==> src/rtl/present_pkg.sv <==
// Shared PRESENT constants, helper functions and the FSM state type.
package present_pkg;

  localparam int BLOCK_W   = 64;
  localparam int KEY_W_80  = 80;
  localparam int KEY_W_128 = 128;

  // S-box table packed by input value: entry x occupies bits [4x+3:4x].
  // Values for x = 0..15 are C,5,6,B,9,0,A,D,3,E,F,8,4,7,1,2.
  localparam logic [63:0] SBOX = 64'h2174_8FE3_DA09_B65C;

  typedef enum logic [1:0] {
    IDLE = 2'd0,
    RUN  = 2'd1,
    FIN  = 2'd2,
    DONE = 2'd3
  } state_e;

  function automatic logic [3:0] sbox4(input logic [3:0] x);
    return SBOX[{x, 2'b00} +: 4];
  endfunction

  function automatic logic [BLOCK_W-1:0] sbox_layer(input logic [BLOCK_W-1:0] x);
    logic [BLOCK_W-1:0] y;
    y = '0;
    for (int n = 0; n < BLOCK_W / 4; n++) begin
      y[4*n +: 4] = sbox4(x[4*n +: 4]);
    end
    return y;
  endfunction

  // Bit i moves to (16*i) mod 63; the top bit is a fixed point.
  function automatic logic [BLOCK_W-1:0] p_layer(input logic [BLOCK_W-1:0] x);
    logic [BLOCK_W-1:0] y;
    y = '0;
    for (int i = 0; i < BLOCK_W - 1; i++) begin
      y[(16 * i) % 63] = x[i];
    end
    y[BLOCK_W-1] = x[BLOCK_W-1];
    return y;
  endfunction

endpackage

==> src/rtl/present_encrypt_core_key_update.sv <==
// Combinational PRESENT key-schedule step for 80- or 128-bit keys.
module present_key_update
  import present_pkg::*;
#(
  parameter int KEY_WIDTH = 80
) (
  input  logic [KEY_WIDTH-1:0] key_reg,
  input  logic [4:0]           round_index,
  output logic [KEY_WIDTH-1:0] key_next
);

  logic [KEY_WIDTH-1:0] rot;

  // Rotate left by 61 positions.
  assign rot = {key_reg[KEY_WIDTH-62:0], key_reg[KEY_WIDTH-1:KEY_WIDTH-61]};

  generate
    if (KEY_WIDTH == KEY_W_128) begin : g_k128
      // Two top nibbles through the S-box, counter folded into [66:62].
      always_comb begin
        key_next          = rot;
        key_next[127:124] = sbox4(rot[127:124]);
        key_next[123:120] = sbox4(rot[123:120]);
        key_next[66:62]   = rot[66:62] ^ round_index;
      end
    end else begin : g_k80
      // Top nibble through the S-box, counter folded into [19:15].
      always_comb begin
        key_next        = rot;
        key_next[79:76] = sbox4(rot[79:76]);
        key_next[19:15] = rot[19:15] ^ round_index;
      end
    end
  endgenerate

endmodule

==> src/rtl/present_encrypt_core.sv <==
// Iterative PRESENT encryption core: one S/P round per clock, key schedule
// computed on the fly, valid/ready handshakes on input and output.
module present_encrypt_core
  import present_pkg::*;
#(
  parameter int KEY_WIDTH = 80,
  parameter int ROUNDS    = 31
) (
  input  logic                 clock,
  input  logic                 reset_n,
  input  logic                 clear,
  input  logic                 in_valid,
  output logic                 in_ready,
  input  logic [KEY_WIDTH-1:0] in_key,
  input  logic [BLOCK_W-1:0]   in_plaintext,
  output logic                 out_valid,
  input  logic                 out_ready,
  output logic [BLOCK_W-1:0]   out_ciphertext,
  output logic                 busy,
  output logic [4:0]           round_index
);

  generate
    if (KEY_WIDTH != KEY_W_80 && KEY_WIDTH != KEY_W_128) begin : g_bad_key
      $error("present_encrypt_core: KEY_WIDTH must be 80 or 128");
    end
    if (ROUNDS < 1 || ROUNDS > 31) begin : g_bad_rounds
      $error("present_encrypt_core: ROUNDS must be in 1..31");
    end
  endgenerate

  localparam logic [4:0] LAST_ROUND = 5'(ROUNDS);

  state_e                 fsm_q, fsm_d;
  logic [BLOCK_W-1:0]     data_q, data_d;
  logic [KEY_WIDTH-1:0]   key_q, key_d;
  logic [KEY_WIDTH-1:0]   key_next;
  logic [4:0]             round_q, round_d;
  logic [BLOCK_W-1:0]     ct_q, ct_d;
  logic                   valid_q, valid_d;
  logic [BLOCK_W-1:0]     round_key;
  logic                   accept;

  assign round_key = key_q[KEY_WIDTH-1 -: BLOCK_W];
  assign accept    = (fsm_q == IDLE) && in_valid && !clear;

  present_key_update #(.KEY_WIDTH(KEY_WIDTH)) u_key_update (
    .key_reg     (key_q),
    .round_index (round_q),
    .key_next    (key_next)
  );

  // FSM state register.
  always_ff @(posedge clock or negedge reset_n) begin
    if (!reset_n) fsm_q <= IDLE;
    else          fsm_q <= fsm_d;
  end

  // Next-state logic; clear overrides every transition.
  always_comb begin
    fsm_d = fsm_q;
    case (fsm_q)
      IDLE:    if (in_valid) fsm_d = RUN;
      RUN:     if (round_q == LAST_ROUND) fsm_d = FIN;
      FIN:     fsm_d = DONE;
      DONE:    if (out_ready) fsm_d = IDLE;
      default: fsm_d = IDLE;
    endcase
    if (clear) fsm_d = IDLE;
  end

  // State-decoded handshake and status outputs.
  always_comb begin
    in_ready = (fsm_q == IDLE);
    busy     = (fsm_q == RUN);
  end

  // Datapath next values: load, round, whitening, and output release.
  always_comb begin
    data_d  = data_q;
    key_d   = key_q;
    round_d = round_q;
    ct_d    = ct_q;
    valid_d = valid_q;
    case (fsm_q)
      IDLE: begin
        if (accept) begin
          data_d  = in_plaintext;
          key_d   = in_key;
          round_d = 5'd1;
        end
      end
      RUN: begin
        data_d = p_layer(sbox_layer(data_q ^ round_key));
        key_d  = key_next;
        // Hold at the last round so the 5-bit counter never wraps.
        if (round_q != LAST_ROUND) round_d = round_q + 5'd1;
      end
      FIN: begin
        ct_d    = data_q ^ round_key;
        valid_d = 1'b1;
      end
      DONE: begin
        if (out_ready) begin
          valid_d = 1'b0;
          round_d = 5'd0;
        end
      end
      default: ;
    endcase
    // Abort drops control state only; data registers keep their contents.
    if (clear) begin
      valid_d = 1'b0;
      round_d = 5'd0;
    end
  end

  // Datapath registers.
  always_ff @(posedge clock or negedge reset_n) begin
    if (!reset_n) begin
      data_q  <= '0;
      key_q   <= '0;
      round_q <= '0;
      ct_q    <= '0;
      valid_q <= 1'b0;
    end else begin
      data_q  <= data_d;
      key_q   <= key_d;
      round_q <= round_d;
      ct_q    <= ct_d;
      valid_q <= valid_d;
    end
  end

  assign out_valid      = valid_q;
  assign out_ciphertext = ct_q;
  assign round_index    = round_q;

endmodule

==> config.mk <==
export PLATFORM = sky130hd
export DESIGN_NAME = present_encrypt_core
export DESIGN_NICKNAME = d
export VERILOG_FILES = /design/src/rtl/present_pkg.sv /design/src/rtl/present_encrypt_core_key_update.sv /design/src/rtl/present_encrypt_core.sv
export SDC_FILE = /design/constraint.sdc
export NUM_CORES = 1
export LEC_CHECK = 0
export CORE_MARGIN = 2
export CORE_UTILIZATION = 32
export CTS_CLUSTER_SIZE = 20
export DETAILED_ROUTE_END_ITERATION = 8
export GPL_TIMING_DRIVEN = 1
export PLACE_DENSITY_LB_ADDON = 0.15
export SETUP_SLACK_MARGIN = 0.02
export SLEW_MARGIN = 30
export SYNTH_ARGS = -nofsm -noshare
export SYNTH_HDL_FRONTEND = slang
export SYNTH_SLANG_ARGS = --single-unit
export TNS_END_PERCENT = 30
==> constraint.sdc <==
create_clock -name clock -period 1.95 [get_ports clock]
set_clock_uncertainty 0.05 [all_clocks]
set_input_delay 0.39 -clock clock [delete_from_list [all_inputs] [get_ports clock]]
set_output_delay 0.39 -clock clock [all_outputs]
set_load 0.03 [all_outputs]
==> summary.txt, run 1 <==
Run status
  • Outcome: finished, violations left
  • Violated checks: setup timing

Worst setup path
  • Highest fanout seen on the critical path: 6
  • Data required time at the worst endpoint: 2.33 ns
  • Critical path startpoint category: flip-flop
  • CP Capture Type: flip-flop
  • Path depth of the worst reg2reg path: 8
  • Signal arrival time at the worst endpoint: 2.43 ns
  • Reg-to-Reg Start: fsm_q[0]
  • Critical path launch point: fsm_q[0]
  • Startpoint-to-endpoint class of the critical path: reg2reg

Cells and area
  • Top library cells by usage in the layout, fill and taps aside: dfrtp_1 (209), buf_4 (167), clkdlybuf4s50_1 (147), nand2_1 (132), mux2i_1 (93)
  • Number of diodes added for antenna fixing: 0
  • Non-filler instance count after layout: 2205
  • Most common cell after layout, fill and taps aside: dfrtp_1
  • Final net count: 1876
  • Area of combinational cells with multiple inputs: 7216 um2
  • Area of all sequential standard cells: 5414 um2
  • Layout overhead on the synthesized area: 52.41%
  • Layout fillers: 3613
  • Final std cell area, no fill: 19060 um2
  • Fraction of final layout cells sized beyond drive strength 1: 0.2632

Drt
  • TritonRoute pass-1 iters: 4
  • Final routed wirelength across all metal layers: 47640 um
  • Detailed-route DRC error count: 0
  • Per-cell via count in the routed design: 5.058
  • Average wire per cell in the routed design: 21.60 um
  • Number of DRC markers in iteration 0: 605
  • Remaining antenna violation count after routing: 0
  • DR vias: 11153

Pwr
  • Total leakage power: 8.509 nW
  • Worst-case vdd ir drop: 890.6 uV
  • Power per cell area: 2347 nW/um2

Clocking
  • Latest clock arrival within the worst-skew pair: 0.56 ns
  • Clock tree from TritonCTS: built
  • Clock root cell: clkbuf_16
  • Inserted Clock Buffers: 28
  • Clock slew seen by the registers of the worst setup and hold paths: 0.06 ns
  • Number of buffers on the longest clock path: 3
  • Sink count of the clock tree: 216
  • # H-tree levels: 1

Synth
  • Syn Area/Cell: 9.959 um2
  • Yosys warning count: 0
  • Cell area after technology mapping: 12510 um2
  • Proportion of register bits with asynchronous set or reset after synthesis: 1.000
  • Post-synthesis instance total: 1256
  • Distinct cell type count after synthesis: 49
  • Share of the yosys chip area belonging to registers: 0.4321
  • Yosys reg bits: 216
  • Synthesized Nets: 1465
  • Count of flip-flops with a built-in enable after synthesis: 0
  • Most frequently used flop master after synthesis: dfrtp_1

Timing
  • Final setup TNS: -2.075 ns
  • Worst Hold Margin: 0.2949 ns
  • Actual slew at the worst max-slew pin: 0.5740 ns
  • Final worst setup slack: -0.09595 ns
  • Final hold vios: 0
  • Max_slew headroom: 0.6170
  • Total of endpoints with negative setup slack in the final report: 45
  • Portion of the clock cycle consumed by the worst path in the final layout: 1.049
  • Final worst path period need: 2.046 ns
  • Maximum operating frequency: 488.8 MHz
  • RSZ-0062 raised after global routing: yes
  • Final Slew Violations: 0

Floorplan
  • Die Area: 40680 um2
  • Number of primary I/O pins: 221
  • Count of standard-cell rows: 72
  • Die Span X: 201.7 um
  • Die height: 201.7 um
  • Effective utilization at floorplan: 0.3237
  • CORE AREA: 38650 um2

GRT
  • Global-route met3 utilization: 0.02753
  • Met2 track demand over resource in global routing: 0.3740
  • Global route overflow: 0
  • Maximum number of pins on one net before global-route repair: 49
  • Initial antenna violation count: 3
  • Global-route wire length before repair: 69580 um
  • Vias in the first global route: 11020
  • Most used routing layer: met2
  • Global-route track usage on met1: 0.3179
  • Global-route usage over all layers: 0.2275

Flow run
  • Max-cap violations: 0

Placed design
  • Placed instance area: 16770 um2
  • Post-placement cell count: 2103
  • Number of buffers added on ports: 220
  • Post-detail-place hpwl: 34190 um
  • Placer Congestion: 0.8409

Hold path
  • Hold crit path type: in2async
[registers in the layout (all words and copies together), names as in the netlist]
name / flops
data_q: 64
key_q: 80
round_index: 5
out_ciphertext: 64
out_valid: 1
fsm_q: 2
[final timing paths]
check                      slack [ns]                  to
hold / removal                   0.29           out_valid
hold reg to reg                  0.43            key_q[1]
max in group asynchronous        0.87  out_ciphertext[46]
min in group clock               0.42           key_q[73]
setup reg to reg                 -0.1          data_q[11]
setup / recovery                 -0.1          data_q[11]
[cell usage after synthesis, types with 3 or more instances]
cell       instances  area, um2
o211ai_1          18      135.1
buf_4              4      30.03
inv_1             61      229.0
nand2_1          134      503.0
xnor2_2            5      81.33
a21oi_1           99      495.5
nor3_1             6      30.03
a21o_1             9      67.56
nor2_1            93      349.1
o21ai_0          124      620.6
a31oi_1           12      75.07
mux2_2            19      214.0
xnor2_1           52      455.4
xor2_2             6      97.59
o2111ai_1          6      52.55
xor2_1            25      219.0
buf_2             22      110.1
buf_1             15      56.30
a22oi_1           16      120.1
mux2i_1           95      950.9
a221o_1           23      230.2
mux4_1             4      105.1
clkbuf_1          24      90.09
nor2b_1            3      18.77
nand3_1           11      55.05
mux4_2            19      427.9
o21ai_1            9      45.04
and3_1            29      181.4
a211oi_1          12      90.09
ha_1              60      750.7
buf_6              3      33.78
dfrtp_1          216       5405
[critical path, cell delays in order, from the launching register on]
cell     delay [ns]
dfrtp_1        0.36
inv_2          0.07
ha_4           0.15
and3b_2        0.23
mux2_4         0.35
buf_6          0.15
buf_12         0.13
and3_4         0.17
a221o_1        0.26
[metrics by stage]
stage	total power, mW	utilization	setup slack (ns)
after CTS	43.55	0.4823	-0.1313
final	44.74	0.4933	-0.09595
after global placement	35.03	0.4341	-0.3279
after floorplan	24.46	-	-0.05064
after detailed placement	35.42	0.4341	-0.3415
after global routing	47.82	0.4933	-0.1662
[per-layer routing]
metal / part of all wire / wire length (um) / up-vias
li1: - / - / 5286
met1: 0.46 / 21680 / 5477
met2: 0.47 / 22440 / 308
met3: 0.044 / 2083 / 78
met4: 0.029 / 1401 / 4
met5: 0.00063 / 30 / -
[cell families (layout without fill, tap and decap cells)]
group	after synthesis	in the layout	synth area share
AOI/OAI and AO/OA	338	338	0.1609
xor gates and xnor gates	88	88	0.06822
adders and majority gates	60	60	0.06002
buffers and inverters	132	563	0.04481
DFF	216	216	0.4321
muxes	138	138	0.1375
and+or+nand+nor	284	284	0.09633
[power breakdown]
part	switching (mW)	leakage, nW	internal, mW
logic	15.7	5.44	14.9
clock network	2.07	0.461	3.17
registers	2.10	2.61	6.75
[final cells by class]
cell class              instances  share of cell area
clock inverters                 5            0.002822
inverters                      64             0.01260
repair buffers                449              0.2421
multi-input cells             908              0.3785
clock buffers                  45             0.04594
flip-flops and latches        216              0.2840
well taps                     518             0.03400
[what timing repair did]
item	in CTS	in global routing
gates cloned	12	10
pin swaps	34	18
hold buffers	1	0
endpoints found under the hold margin	41	0
setup endpoints to repair	199	132
setup buffers	25	10
resized for setup	187	81
No activity file was read; power rests on OpenSTA's default activity.
==> inputs of run 2 (changes only) <==
--- a/config.mk
+++ b/config.mk
@@ -6,7 +6,7 @@
 export NUM_CORES = 1
 export LEC_CHECK = 0
 export CORE_MARGIN = 2
-export CORE_UTILIZATION = 32
+export CORE_UTILIZATION = 49
 export CTS_CLUSTER_SIZE = 20
 export DETAILED_ROUTE_END_ITERATION = 8
 export GPL_TIMING_DRIVEN = 1
==> summary.txt, run 2 (synthesis gave the netlist of run 1 again) <==
Worst setup path
  • Reg-to-Reg End: data_q[34]
  • Critical path startpoint category: flip-flop
  • Path depth of the worst reg2reg path: 5
  • Reg-to-Reg Start: key_q[24]
  • Signal arrival time at the worst endpoint: 2.35 ns
  • Data required time at the worst endpoint: 2.30 ns
  • Worst reg2reg setup slack: -0.05 ns
  • CP Capture Type: flip-flop
  • Startpoint-to-endpoint class of the critical path: reg2reg
  • Highest fanout seen on the critical path: 4

Cells and area
  • Util after Layout: 0.7300
  • Most common cell after layout, fill and taps aside: dfrtp_1
  • Number of diodes added for antenna fixing: 0
  • Top library cells by usage in the layout, fill and taps aside: dfrtp_1 (204), buf_4 (172), clkdlybuf4s50_1 (147), nand2_1 (133), o21ai_0 (110)
  • Largest register by flop count: key_q
  • Layout fillers: 1838
  • Layout overhead on the synthesized area: 46.53%
  • Flip-flop count of the largest register after layout: 80
  • Fraction of final layout cells sized beyond drive strength 1: 0.2664
  • Final net count: 1853

Timing
  • Final setup TNS: -0.5943 ns
  • Portion of the clock cycle consumed by the worst path in the final layout: 1.027
  • Total of endpoints with negative setup slack in the final report: 24
  • RSZ-0062 raised after global routing: yes
  • Worst Hold Margin: 0.2922 ns
  • Final Slew Violations: 0
  • Final worst setup slack: -0.05345 ns
  • Final worst path period need: 2.003 ns
  • Max_slew headroom: 0.6610
  • Actual slew at the worst max-slew pin: 0.5048 ns
  • Final hold vios: 0
  • Maximum operating frequency: 499.1 MHz

Drt
  • Final routed wirelength across all metal layers: 42250 um
  • Remaining antenna violation count after routing: 0
  • TritonRoute pass-1 iters: 6
  • Average wire per cell in the routed design: 21.20 um
  • Detailed-route DRC error count: 0
  • DR vias: 11274
  • Number of DRC markers in iteration 0: 895
  • Per-cell via count in the routed design: 5.657

Placed design
  • Post-place setup slack: -0.2997 ns
  • Number of buffers added on ports: 220
  • Post-detail-place hpwl: 30600 um
  • Placer Congestion: 0.9039

GRT
  • Global-route usage over all layers: 0.3108
  • Maximum number of pins on one net before global-route repair: 58
  • Initial antenna violation count: 0
  • Global-route wire length before repair: 63310 um
  • Vias in the first global route: 11239
  • Global route overflow: 0

Floorplan
  • Number of primary I/O pins: 221
  • Effective utilization at floorplan: 0.4982
  • Die Area: 26820 um2
  • Die Span X: 163.8 um
  • Count of standard-cell rows: 58
  • Die height: 163.8 um
  • CORE AREA: 25110 um2

Clocking
  • Inserted Clock Buffers: 25
  • Clock slew seen by the registers of the worst setup and hold paths: 0.07 ns
  • # H-tree levels: 1
  • Clock tree from TritonCTS: built
  • Latest clock arrival within the worst-skew pair: 0.54 ns
  • Number of buffers on the longest clock path: 3
  • Sink count of the clock tree: 216
  • Clock root cell: clkbuf_16

Flow run
  • Max-cap violations: 0

Run status
  • Outcome: finished, violations left
  • Violated checks: setup timing

Hold path
  • Hold crit path type: in2async
## run 2: metrics by stage
stage | cell area, um2 | std cells
2_1_floorplan | 12640 | 1256
3_3_place_gp | 16470 | 1912
3_5_place_dp | 16470 | 1912
4_1_cts | 17790 | 1975
5_1_grt | 18330 | 1993
6_report | 18330 | 1993
## run 2: repair_timing
action / 4_1_cts / 5_1_grt
setup endpoints to repair: 134 / 77
setup buffers: 13 / 17
pin swaps: 34 / 33
resized for setup: 143 / 93
hold buffers: 1 / 0
hold endpoints to repair: 64 / 0
cloned: 3 / 1
## run 2: worst max-delay path by stage
stage,startpoint,endpoint,slack (ns)
floorplan,data_q[9],data_q[34],-0.05
CTS,key_q[25],data_q[34],-0.13
finish,key_q[24],data_q[34],-0.05
global placement,in_valid,data_q[43],-0.29
detailed placement,clear,data_q[43],-0.30
global route,data_q[29],data_q[39],-0.08
## run 2: final cells by class
class                      count  area [um2]  area share
clock buffer                  34       729.5     0.03980
sequential                   216        5420      0.2957
timing repair buffer         429        4058      0.2214
inverter                      64       247.7     0.01352
clock inverter                12       146.4    0.007987
tap                          330       412.9     0.02253
multi-input combinational    908        7315      0.3991
## run 2: worst max-delay path, stage by stage (launching register included)
cell     delay [ns]
dfrtp_2        0.46
xor2_2         0.19
buf_4          0.17
ha_1           0.18
mux4_2         0.48
a221o_1        0.34
## run 2: layer usage
layer  vias up  GRT usage  wire [um]
met5         -          0          0
met4         0     0.1296       1807
met3       106    0.05202       2861
met2       459     0.4956      19900
met1      5472     0.4228      17690
li1       5237          -          -
Power of run 2 is not shown: default switching activity piles up to over one toggle a cycle in this logic, so the estimate is an artifact.
==> inputs of run 3 (changes only) <==
--- a/config.mk
+++ b/config.mk
@@ -5,7 +5,7 @@
 export SDC_FILE = /design/constraint.sdc
 export NUM_CORES = 1
 export LEC_CHECK = 0
-export CORE_MARGIN = 2
+export CORE_MARGIN = 8
 export CORE_UTILIZATION = 49
 export CTS_CLUSTER_SIZE = 20
 export DETAILED_ROUTE_END_ITERATION = 8
==> summary.txt, run 3 (synthesis gave the netlist of run 1 again) <==
Cells and area
  • Flip-flop count of the largest register after layout: 80
  • Top library cells by usage in the layout, fill and taps aside: dfrtp_1 (206), buf_4 (152), clkdlybuf4s50_1 (147), nand2_1 (126), mux2i_1 (93)
  • Non-filler instance count after layout: 1983
  • Layout fillers: 1778
  • Area of all sequential standard cells: 5418 um2
  • Util after Layout: 0.7352
  • Number of diodes added for antenna fixing: 0
  • Area of combinational cells with multiple inputs: 7316 um2
  • Most common cell after layout, fill and taps aside: dfrtp_1
  • Final net count: 1846
  • Layout overhead on the synthesized area: 47.57%
  • Largest register by flop count: key_q
  • Fraction of final layout cells sized beyond drive strength 1: 0.2638

Placed design
  • Number of buffers added on ports: 220
  • Post-placement cell count: 1905
  • Placer Congestion: 0.8999
  • Post-detail-place hpwl: 31250 um

Timing
  • Final worst setup slack: -0.1039 ns
  • Final hold vios: 0
  • Final worst path period need: 2.054 ns
  • Final Slew Violations: 0
  • Portion of the clock cycle consumed by the worst path in the final layout: 1.053
  • Actual slew at the worst max-slew pin: 0.5417 ns
  • Maximum operating frequency: 486.9 MHz
  • RSZ-0062 raised after global routing: yes
  • Total of endpoints with negative setup slack in the final report: 39
  • Final setup TNS: -2.246 ns
  • Max_slew headroom: 0.6386

Drt
  • DR vias: 11528
  • Remaining antenna violation count after routing: 0
  • TritonRoute pass-1 iters: 5
  • Final routed wirelength across all metal layers: 44600 um
  • Average wire per cell in the routed design: 22.49 um
  • Per-cell via count in the routed design: 5.813
  • Number of DRC markers in iteration 0: 1016
  • Detailed-route DRC error count: 0

Worst setup path
  • Data required time at the worst endpoint: 2.29 ns
  • Signal arrival time at the worst endpoint: 2.39 ns
  • Worst reg2reg setup slack: -0.10 ns
  • Highest fanout seen on the critical path: 7
  • Crit path max-delay family: multiplexers
  • Reg-to-Reg End: data_q[11]
  • Startpoint-to-endpoint class of the critical path: reg2reg
  • Critical Path Slowest Stage Cell: mux2_4
  • Path depth of the worst reg2reg path: 7
  • Critical path startpoint category: flip-flop
  • Largest incremental delay on the critical path: 0.40 ns
  • Number of buffers and inverters on the critical path: 2
  • Critical Path, Cell by Cell: inv_2 > ha_4 > and3b_2 > mux2_4 > buf_16 > and3_4 > a221o_1
  • CP Capture Type: flip-flop
  • Reg-to-Reg Start: fsm_q[1]

GRT
  • Global route overflow: 0
  • Global-route usage over all layers: 0.2725
  • Initial antenna violation count: 0
  • Global-route wire length before repair: 65470 um
  • Maximum number of pins on one net before global-route repair: 56
  • Vias in the first global route: 11418

Clocking
  • Latest clock arrival within the worst-skew pair: 0.53 ns
  • Clock root cell: clkbuf_16
  • # H-tree levels: 1
  • Inserted Clock Buffers: 24
  • Clock slew seen by the registers of the worst setup and hold paths: 0.07 ns
  • Number of buffers on the longest clock path: 3
  • Sink count of the clock tree: 216
  • Clock tree from TritonCTS: built

Floorplan
  • CORE AREA: 25110 um2
  • Count of standard-cell rows: 58
  • Number of primary I/O pins: 221
  • Die Span X: 175.8 um
  • Effective utilization at floorplan: 0.4982
  • Die height: 175.8 um
  • Die Area: 30900 um2

Flow run
  • Max-cap violations: 0

Run status
  • Violated checks: setup timing
  • Outcome: finished, violations left

Hold path
  • Hold crit path type: in2async
==> run 3: cell count changes in the layout (fill, tap and decap cells not counted), moves of 7 or more <==
cell,before,now
buf_4,172,152
ha_1,33,46
ha_4,23,13
nand2_1,133,126
nand2_2,1,8
nor2_1,91,84
nor2_2,2,9
o21ai_0,110,90
o21ai_1,21,33
o21ai_2,2,9
==> run 3: final cells by class <==
cell class,instances,share of cell area
clock buffers,37,0.03904
clock inverters,5,0.004203
inverters,64,0.01329
multi-input cells,908,0.3963
flip-flops and latches,216,0.2935
well taps,330,0.02237
repair buffers,423,0.2313
==> run 3: per-layer routing <==
metal,global-route usage,routed length (um)
met5,0,0
met1,0.3636,18150
met4,0.1067,2175
met3,0.04488,3430
met2,0.4377,20840
==> run 3: how the worst max path moves through the flow <==
stage,start,to,depth (start not counted)
floorplan,data_q[9],data_q[34],5
global placement,clear,key_q[34],6
detailed placement,clear,key_q[35],6
CTS,fsm_q[1],data_q[32],7
global route,data_q[45],data_q[11],7
finish,fsm_q[1],data_q[11],7
==> run 3: timing repair <==
item | in CTS | in global routing
pin swaps | 22 | 16
endpoints found under the hold margin | 46 | 0
gates resized for setup | 151 | 129
endpoints found under the setup margin | 207 | 140
setup buffers | 8 | 15
hold buffers | 1 | 0
gates cloned | 7 | 6
==> run 3: worst reg2reg max path: stages (launching register included) <==
cell     delay, ns
dfrtp_1       0.37
inv_2         0.07
ha_4          0.16
and3b_2       0.22
mux2_4        0.40
buf_16        0.20
and3_4        0.17
a221o_1       0.28
==> run 3: metrics by stage <==
step / worst slack, ns / hold slack (ns) / area, um2
final: -0.1039 / 0.3370 / 18460
after global routing: -0.1470 / 0.3701 / 18460
after CTS: -0.1222 / 0.3432 / 17750
after detailed placement: -0.3621 / 0.2981 / 16410
after global placement: -0.3382 / 0.2998 / 16410
after floorplan: -0.05064 / 0.04441 / 12640
Power of run 3 is left out for the same reason.
